File: config.mk
export PLATFORM = sky130hd
export DESIGN_NAME = bloom_scan_ctrl
export DESIGN_NICKNAME = d
export VERILOG_FILES = /design/src/rtl/bloom_scan_ctrl.sv
export SDC_FILE = /design/constraint.sdc
export NUM_CORES = 1
export LEC_CHECK = 0
export CAP_MARGIN = 30
export CORE_AREA = 2 2 167 169
export CTS_CLUSTER_DIAMETER = 30
export CTS_CLUSTER_SIZE = 10
export DETAILED_ROUTE_END_ITERATION = 16
export DIE_AREA = 0 0 169 171
export HOLD_SLACK_MARGIN = 0.06
export PLACE_DENSITY = 0.81
export SLEW_MARGIN = 40
export SYNTH_ARGS = -nofsm -noshare
export SYNTH_HDL_FRONTEND = slang
export SYNTH_SLANG_ARGS = --single-unit
File: constraint.sdc
create_clock -name clk -period 4.5 [get_ports clk]
set_clock_uncertainty 0.05 [all_clocks]
set_input_delay 0.9 -clock clk [delete_from_list [all_inputs] [get_ports clk]]
set_output_delay 0.9 -clock clk [all_outputs]
set_load 0.05 [all_outputs]
File: src/rtl/bloom_scan_ctrl.sv
// bloom_scan_ctrl
//   Walks one frame of NUM_POINTS points through a single combinational
//   reflector/blooming classification core. Pass 1 runs the core in
//   reflector mode over every point, rewrites each notation and collects
//   distinct reflector distances. Each collected distance then gets its own
//   blooming-mode pass, which read-modify-writes the notation memory.
//
// Ports
//   clk, rst              clock, synchronous active-high reset
//   start / busy / done   host handshake (done is a one-cycle pulse)
//   ref_count             distances stored this frame
//   ref_overflow          a new distance was dropped because the table was full
//   bloom_count           points newly marked 01 this frame
//   mem_rd_en, mem_addr   shared read port of the peak and notation memories
//   mem_rdata, not_rdata  read data, one cycle after mem_rd_en
//   not_wr_en/waddr/wdata notation write port
//   core_*                connections to the classification core
module bloom_scan_ctrl #(
  parameter int SIGNAL_WIDTH = 18,
  parameter int DIST_WIDTH   = 14,
  parameter int NOT_WIDTH    = 2,
  parameter int PEAK_NUM     = 4,
  parameter int DATA_WIDTH   = (SIGNAL_WIDTH + DIST_WIDTH) * PEAK_NUM,
  parameter int NUM_POINTS   = 1024,
  parameter int ADDR_WIDTH   = 10,
  parameter int MAX_REF      = 8
) (
  input  logic                           clk,
  input  logic                           rst,
  input  logic                           start,
  output logic                           busy,
  output logic                           done,
  output logic [$clog2(MAX_REF+1)-1:0]   ref_count,
  output logic                           ref_overflow,
  output logic [ADDR_WIDTH:0]            bloom_count,
  output logic                           mem_rd_en,
  output logic [ADDR_WIDTH-1:0]          mem_addr,
  input  logic [DATA_WIDTH-1:0]          mem_rdata,
  input  logic [NOT_WIDTH-1:0]           not_rdata,
  output logic                           not_wr_en,
  output logic [ADDR_WIDTH-1:0]          not_waddr,
  output logic [NOT_WIDTH-1:0]           not_wdata,
  output logic                           core_ref_mode,
  output logic                           core_blooming_mode,
  output logic [DATA_WIDTH-1:0]          core_mem_data,
  output logic [DIST_WIDTH-1:0]          core_distance,
  output logic [NOT_WIDTH-1:0]           core_point_notation_i,
  input  logic [NOT_WIDTH-1:0]           core_point_notation_o,
  input  logic                           core_has_ref,
  input  logic [DIST_WIDTH-1:0]          core_ref_dist,
  input  logic                           core_is_bloom
);

  localparam int CNT_W     = $clog2(MAX_REF + 1);
  // Table is sized to the full index range so the count can address it directly.
  localparam int TBL_DEPTH = 1 << CNT_W;
  localparam logic [ADDR_WIDTH-1:0] LAST_ADDR = ADDR_WIDTH'(NUM_POINTS - 1);

  typedef enum logic [1:0] {IDLE, REF_SCAN, BLOOM_SCAN, DONE} state_t;

  state_t                 state;
  logic [DIST_WIDTH-1:0]  ref_table [TBL_DEPTH];
  logic [CNT_W-1:0]       tbl_idx;
  logic [DIST_WIDTH-1:0]  last_dist;
  logic                   eval;       // evaluate cycle: read data for eval_addr is present
  logic [ADDR_WIDTH-1:0]  eval_addr;

  logic                   last_eval;
  logic                   ref_new;
  logic                   ref_push;
  logic                   bloom_hit;
  logic [CNT_W-1:0]       ref_count_next;
  logic [CNT_W-1:0]       next_idx;
  logic [DIST_WIDTH-1:0]  first_dist;

  // Bloom accounting keys off the 00 -> 01 notation transition so a point
  // already marked by an earlier pass is never counted twice; the core's own
  // hit flag is therefore informational only.
  logic unused_is_bloom;
  assign unused_is_bloom = core_is_bloom;

  assign core_ref_mode         = eval && (state == REF_SCAN);
  assign core_blooming_mode    = eval && (state == BLOOM_SCAN);
  assign core_mem_data         = eval ? mem_rdata : '0;
  assign core_point_notation_i = eval ? not_rdata : '0;
  assign not_wr_en             = eval;
  assign not_waddr             = eval_addr;
  assign not_wdata             = eval ? core_point_notation_o : '0;

  assign last_eval = eval && (eval_addr == LAST_ADDR);

  // Consecutive de-duplication against the most recently stored distance.
  assign ref_new  = core_ref_mode && core_has_ref &&
                    ((ref_count == '0) || (core_ref_dist != last_dist));
  assign ref_push = ref_new && (ref_count < CNT_W'(MAX_REF));
  assign ref_count_next = ref_count + CNT_W'(ref_push);

  assign bloom_hit = core_blooming_mode && (not_rdata == '0) &&
                     (core_point_notation_o == NOT_WIDTH'(1));

  assign next_idx = tbl_idx + CNT_W'(1);

  // The first distance may be pushed on the very last reflector evaluate,
  // i.e. on the same edge that loads it into core_distance.
  assign first_dist = (ref_push && ref_count == '0) ? core_ref_dist : ref_table[0];

  always_ff @(posedge clk) begin
    if (ref_push) begin
      ref_table[ref_count] <= core_ref_dist;
    end
  end

  always_ff @(posedge clk) begin
    if (rst) begin
      state         <= IDLE;
      busy          <= 1'b0;
      done          <= 1'b0;
      ref_count     <= '0;
      ref_overflow  <= 1'b0;
      bloom_count   <= '0;
      mem_rd_en     <= 1'b0;
      mem_addr      <= '0;
      eval          <= 1'b0;
      eval_addr     <= '0;
      tbl_idx       <= '0;
      last_dist     <= '0;
      core_distance <= '0;
    end else begin
      done      <= 1'b0;
      eval      <= mem_rd_en;
      eval_addr <= mem_addr;

      if (mem_rd_en) begin
        if (mem_addr == LAST_ADDR) begin
          mem_rd_en <= 1'b0;
        end else begin
          mem_addr <= mem_addr + ADDR_WIDTH'(1);
        end
      end

      if (ref_push) begin
        ref_count <= ref_count_next;
        last_dist <= core_ref_dist;
      end else if (ref_new) begin
        ref_overflow <= 1'b1;
      end

      if (bloom_hit && (bloom_count < (ADDR_WIDTH+1)'(NUM_POINTS))) begin
        bloom_count <= bloom_count + (ADDR_WIDTH+1)'(1);
      end

      case (state)
        IDLE: begin
          if (start) begin
            state         <= REF_SCAN;
            busy          <= 1'b1;
            ref_count     <= '0;
            ref_overflow  <= 1'b0;
            bloom_count   <= '0;
            tbl_idx       <= '0;
            core_distance <= '0;
            mem_rd_en     <= 1'b1;
            mem_addr      <= '0;
          end
        end
        REF_SCAN: begin
          if (last_eval) begin
            if (ref_count_next == '0) begin
              state <= DONE;
            end else begin
              state         <= BLOOM_SCAN;
              tbl_idx       <= '0;
              core_distance <= first_dist;
              mem_rd_en     <= 1'b1;
              mem_addr      <= '0;
            end
          end
        end
        BLOOM_SCAN: begin
          if (last_eval) begin
            if (next_idx < ref_count) begin
              tbl_idx       <= next_idx;
              core_distance <= ref_table[next_idx];
              mem_rd_en     <= 1'b1;
              mem_addr      <= '0;
            end else begin
              state         <= DONE;
              core_distance <= '0;
            end
          end
        end
        DONE: begin
          state <= IDLE;
          busy  <= 1'b0;
          done  <= 1'b1;
        end
        default: state <= IDLE;
      endcase
    end
  end

endmodule

==> run metrics, run 1 <==
status=completed; die height=roughly 170 um; final HPWL from detailed placement=between 20,000 and 30,000 um; CTS Buf Count=54; Buffers on Ports=about 340; post-synthesis compound-gate area fraction=approximately 4.5%; fin crit share=approximately nine tenths; worst stage delay on the critical path=approximately 0.65 ns; H-tree level count=2; placed insts=1,666; PD cells=463.5 nW/um2; Die Width=around 170 um; register area share after synthesis=slightly above 60%; drt wl/cell=between 20 and 25 um; Post-CTS Setup Bufs=0; commonest non-fill, non-tap cell in the layout=clkdlybuf4s50_1; fin cells=~1,800; distinct cell type count after synthesis=51; final setup vio count=0; first-pass GRT wire length=approximately 59,000 um; dominant synthesized flop cell=edfxtp_1; Final ANT Viol Nets=0; pre-CTS setup slack=roughly 0.083 ns; critical path class=in -> reg; PostCTS Resize Cnt=0; Reg area=roughly 8000 um2; area of the multi-input gates=between 5000 and 6000 um2; utilization after layout=around 70%; f_max=0.2478 GHz; RSZ-0062 raised after global routing=false; number of global-route vias before repair=slightly below 10,000; layout filler cell count=approximately 1,800; #FFs+latches synth=298; share of layout cells above drive strength 1=roughly 15%; gr usage total=roughly 28%; CP arrival=4.37 ns; CTS tree=built; worst path required time=between 4 and 5 ns; Nets=around 1,500; ys async rst share=0%; grt ovf=0; total core area=27,320 um2; cts hold-fix bufs=0; Layout area overhead=47.40%; initial antenna violation count=6; Pre-antenna DRT Iters=6; Slew HR=a little under half; measured slew at the worst slew-check pin=0.8151 ns; CP top delay family=compound AO/OA/AOI/OAI gates; Clk pin slew, worst setup/hold paths=~0.05 ns; XOR/XNOR Fraction of Synth Area=under 10%; Placer Congestion=slightly below 1; Synth Area per Inst=around 15 um2; critical-path cell list=clkdlybuf4s50_1, xor2_1, nor4_1, and4_1, nor3_4, ha_1, ha_1, xnor2_1, o2111ai_2, o2111ai_2, buf_4, o21bai_1, nor3_1; CP Buf/Inv Count=2; Slowest-stage cell, CP=o21bai_1; Synth Area in Simple Gates=13.93%; clk buf depth=3; adder-cell area share of the yosys netlist=~1.1%; CTS sink cnt=298; Routed Wire Length=slightly above 40,000 um; Residual DRC=0; row count=61; DR vias=9,761; EDFF count, synth=between 200 and 250; YS warnings=0; most frequent cells in the layout=clkdlybuf4s50_1, edfxtp_1, and2_1; CP Launch Type=input pin; Fin. Hold Viols=0; mux share of post-synthesis cell area=a little over an eighth; largest net degree at the start of global routing=between 70 and 80; Worst-Skew Late Latency=0.57 ns; Iter 0 DRT Violations=~940; main combinational cell family by area after synthesis=simple AND/OR/NAND/NOR gates; setup ws final=about 0.47 ns; critical path launch point=core_ref_dist[0]; LEAKAGE=between 6 and 7 nW; via/cell ratio=roughly 5.5; RR Startpoint=ref_count[2]$_SDFF_PP0_; Mapped Cells=between 800 and 900; clock root buffer=clkbuf_16; hold_sp=last_dist[8]$_SDFFE_PP0P_; Max VDD drop=approximately 360 uV; Ports=between 300 and 400; final slew viol count=0; DIE AREA=approximately 29,000 um2; Critical Path Fanout Max=18; setup tns final=0 ns; worst min path class=reg -> reg; # Max-Cap Violations=0; synthesized area=~13,000 um2; Crit. End Element=flip-flop; Initial Util=just under 50%; Hold WS=~0.44 ns; min Tclk post-route=slightly above 4 ns
==> report_power, final <==
part           internal [mW]  total (mW)  switching, mW
registers               3.09        3.18         0.0884
logic                  0.576        1.62           1.05
clock network           2.81        4.18           1.37
==> logic make-up after synthesis <==
kind of cell,after synthesis
buffers and inverters,80
and+or+nand+nor,297
xor gates and xnor gates,29
muxes,87
adders and majority gates,12
AOI/OAI and AO/OA,85
other,1
DFF,298
==> Yosys cell counts, types with 11 or more instances <==
| cell type | n | area, um2 |
|---|---|---|
| a21oi_1 | 30 | 150.1 |
| and2_1 | 135 | 844.6 |
| clkbuf_1 | 43 | 161.4 |
| dfxtp_1 | 74 | 1481 |
| edfxtp_1 | 224 | 6726 |
| ha_1 | 12 | 150.1 |
| inv_1 | 23 | 86.33 |
| mux2i_1 | 17 | 170.2 |
| mux4_2 | 65 | 1464 |
| nand2_1 | 14 | 52.55 |
| nand3_1 | 15 | 75.07 |
| nand3b_1 | 15 | 112.6 |
| nand4_1 | 21 | 131.4 |
| nor2_1 | 25 | 93.84 |
| nor2b_1 | 11 | 68.82 |
| o31ai_1 | 14 | 105.1 |
| or3_1 | 19 | 118.9 |
| xor2_1 | 19 | 166.4 |
==> cell type report <==
type	count	area share (%)
antenna	4	0.05162
clock buffer	65	7.453
clock inverter	35	2.400
inverter	24	0.4646
multi-input combinational	622	26.13
sequential	298	42.37
tap	346	2.233
timing repair buffer	376	18.90
==> registers in the layout (all words and copies together) (netlist names), 2 cells and up <==
register and flops:
bloom_count 11, ref_table 224, last_dist 14, mem_addr 10
core_distance 14, tbl_idx 4, ref_count 4, state 2
not_waddr 10
==> worst paths after layout <==
path                                     to  slack [ns]  cells after the start
setup / recovery     mem_addr[9]$_SDFF_PP0_        0.47                     13
hold / removal    last_dist[8]$_SDFFE_PP0P_        0.44                      2
setup reg to reg     mem_addr[9]$_SDFF_PP0_        0.66                     12
hold reg to reg   last_dist[8]$_SDFFE_PP0P_        0.44                      2
==> worst min-delay path: stages (launching register included) <==
cell and delay [ns]:
dfxtp_1 0.31, o31ai_1 0.06, a21oi_1 0.06
==> per-layer routing <==
layer  up-vias  track usage [%]  part of all wire [%]  wire length [um]
met5         -                0                 0.069                28
met4         4            10.48                   3.4              1358
met3       100            7.703                    11              4422
met2       582            47.33                    50             20290
met1      4806            33.33                    35             14210
li1       4269                -                     -                 -
==> stage by stage <==
stage / total power [mW] / cell area (um2)
CTS: 9.011 / 19370
global route: 9.232 / 19390
finish: 8.988 / 19390
detailed placement: 4.833 / 17460
global placement: 4.793 / 17450
floorplan: 4.171 / 13570
(Power assumes the default switching activity.)
==> inputs of run 2 (changes only) <==
==> constraint.sdc (replaced) <==
create_clock -name clk -period 4.5 [get_ports clk]
set_clock_uncertainty 0.05 [all_clocks]
set_input_delay 1.35 -clock clk [delete_from_list [all_inputs] [get_ports clk]]
set_output_delay 1.35 -clock clk [all_outputs]
set_load 0.05 [all_outputs]
==> run 2 against run 1 <==
  * Via count down 1.3%
  * Die area unchanged
  * Sequential share of layout area up 0.30 points
  * Power up 1.5%
  * Count of clock-buffer cells in the layout up 1
  * Maximum frequency down 7.0%
  * Global-route usage down 0.11 points
  * Sequential power about the same
  * Cell count up 0.28%
  * Non-clock buffer count up 3
  * Setup slack worse by 0.30 ns
  * Critical endpoint is now core_distance[13]$_SDFFE_PP0P_
==> run metrics, run 2 (same netlist as run 1, synthesis figures left out) <==
status=completed; total core area=27,320 um2; via/cell ratio=between 5 and 6; CTS sink cnt=between 200 and 300; clk buf depth=3; worst path required time=around 5 ns; Nets=1,542; Slew HR=between 40% and 50%; Hold WS=0.4360 ns; gr usage total=27.46%; drt wl/cell=about 22 um; final slew viol count=0; Max VDD drop=about 330 uV; largest net degree at the start of global routing=77; Ports=339; Iter 0 DRT Violations=1,096; Pre-antenna DRT Iters=6; PD cells=between 400 and 500 nW/um2; Layout area overhead=46.37%; initial antenna violation count=5; worst min path class=reg -> reg; Post-CTS Setup Bufs=0; CTS tree=built; number of global-route vias before repair=between 9,000 and 10,000; CP top delay family=simple AND/OR/NAND/NOR gates; total power=9.119 mW; internal power=6.582 mW; measured slew at the worst slew-check pin=between 0.8 and 0.9 ns; first-pass GRT wire length=~59,000 um; clock root buffer=clkbuf_16; register share of total power=approximately a third; CP arrival=roughly 4.8 ns; Placer Congestion=roughly 0.94; commonest non-fill, non-tap cell in the layout=clkdlybuf4s50_1; CP Launch Type=input pin; Die Width=169 um; Crit. End Element=flip-flop; DR vias=slightly below 10,000; Clk pin slew, worst setup/hold paths=approximately 0.050 ns; Critical Path Fanout Max=9; H-tree level count=2; Psw=around 2.5 mW; CP Buf/Inv Count=3; utilization after layout=a little over two thirds; critical-path cell list=clkdlybuf4s50_1, buf_4, xnor2_1, and4_4, and4_4, nor3_4, ha_1, ha_1, xnor2_1, o2111ai_2, o2111ai_2, or4b_1, buf_4, o211ai_1; number of flip-flops in the largest register=224; Combinational Power Share=18.1%; Initial Util=approximately half; RSZ-0062 raised after global routing=false; # Max-Cap Violations=0; fin crit share=between 90 and 100%; die height=about 170 um; critical path class=in -> reg; CTS Buf Count=between 50 and 60; Worst-Skew Late Latency=0.56 ns; final setup vio count=0; Buffers on Ports=337; Fin. Hold Viols=0; grt ovf=0; min Tclk post-route=between 4 and 5 ns; f_max=~0.23 GHz; most frequent cells in the layout=clkdlybuf4s50_1, edfxtp_1, buf_4; Final ANT Viol Nets=0; setup tns final=0 ns; row count=61; worst stage delay on the critical path=roughly 0.59 ns; biggest regs=ref_table (224), core_distance (14), last_dist (14); Residual DRC=0; DIE AREA=28,900 um2; clock share of power=between 40% and 50%; LEAKAGE=a little over 7 nW; switching fraction of total power=roughly 28%; Slowest-stage cell, CP=or4b_1; register with the most flip-flops=ref_table; share of layout cells above drive strength 1=between 20% and 30%; final HPWL from detailed placement=roughly 28,000 um; Routed Wire Length=39,860 um
-- run 2: layer usage --
layer / wire (um) / track usage [%]
met1: 15020 / 34.38
met2: 20300 / 46.77
met3: 3454 / 6.593
met4: 1091 / 10.14
met5: 0 / 0
-- run 2: cell type report --
class / instances / area, um2
flip-flops and latches: 298 / 8215
fillers: 1816 / 8069
multi-input cells: 622 / 5087
repair buffers: 379 / 3450
clock buffers: 66 / 1458
clock inverters: 36 / 511.7
well taps: 346 / 432.9
inverters: 24 / 90.09
diodes: 4 / 10.01
-- run 2: path summary, 6_finish.rpt --
check / start / to / slack [ns] / cells after the start
setup reg to reg: ref_count[2]$_SDFF_PP0_ / core_distance[13]$_SDFFE_PP0P_ / 0.78 / 12
hold / removal: last_dist[6]$_SDFFE_PP0P_ / last_dist[6]$_SDFFE_PP0P_ / 0.44 / 2
setup / recovery: core_ref_dist[9] / core_distance[13]$_SDFFE_PP0P_ / 0.16 / 14
hold reg to reg: last_dist[6]$_SDFFE_PP0P_ / last_dist[6]$_SDFFE_PP0P_ / 0.44 / 2
-- run 2: worst reg2reg max path, stage by stage (launching register included) --
cell and delay [ns]:
dfxtp_1 0.45, or4_4 0.63, and4_4 0.20, and4_4 0.20, nor3_4 0.16, ha_1 0.26, ha_1 0.21, xnor2_1 0.13
o2111ai_2 0.16, o2111ai_2 0.19, or4b_1 0.59, buf_4 0.23, o211ai_1 0.20
-- run 2: timing repair --
item / in CTS / in global routing
gates resized for setup: 0 / 7
setup endpoints to repair: 0 / 27
hold buffers: 0 / 0
-- run 2: power by group through the flow --
| stage | Sequential [mW] | Combinational (mW) | Clock [mW] |
|---|---|---|---|
| 2_1_floorplan | 3.27 | 0.905 | 0 |
| 3_3_place_gp | 3.22 | 1.61 | 0 |
| 3_5_place_dp | 3.23 | 1.63 | 0 |
| 4_1_cts | 3.19 | 1.64 | 4.34 |
| 5_1_grt | 3.20 | 1.74 | 4.48 |
| 6_report | 3.18 | 1.65 | 4.28 |
-- run 2: stage by stage --
step,std cells,setup slack [ns],area [um2]
3_3_place_gp,1669,-0.2903,17230
3_5_place_dp,1669,-0.3909,17250
5_1_grt,1775,0.03151,19250
4_1_cts,1771,0.07344,19220
2_1_floorplan,1000,0.2694,13570
6_report,1775,0.1621,19250
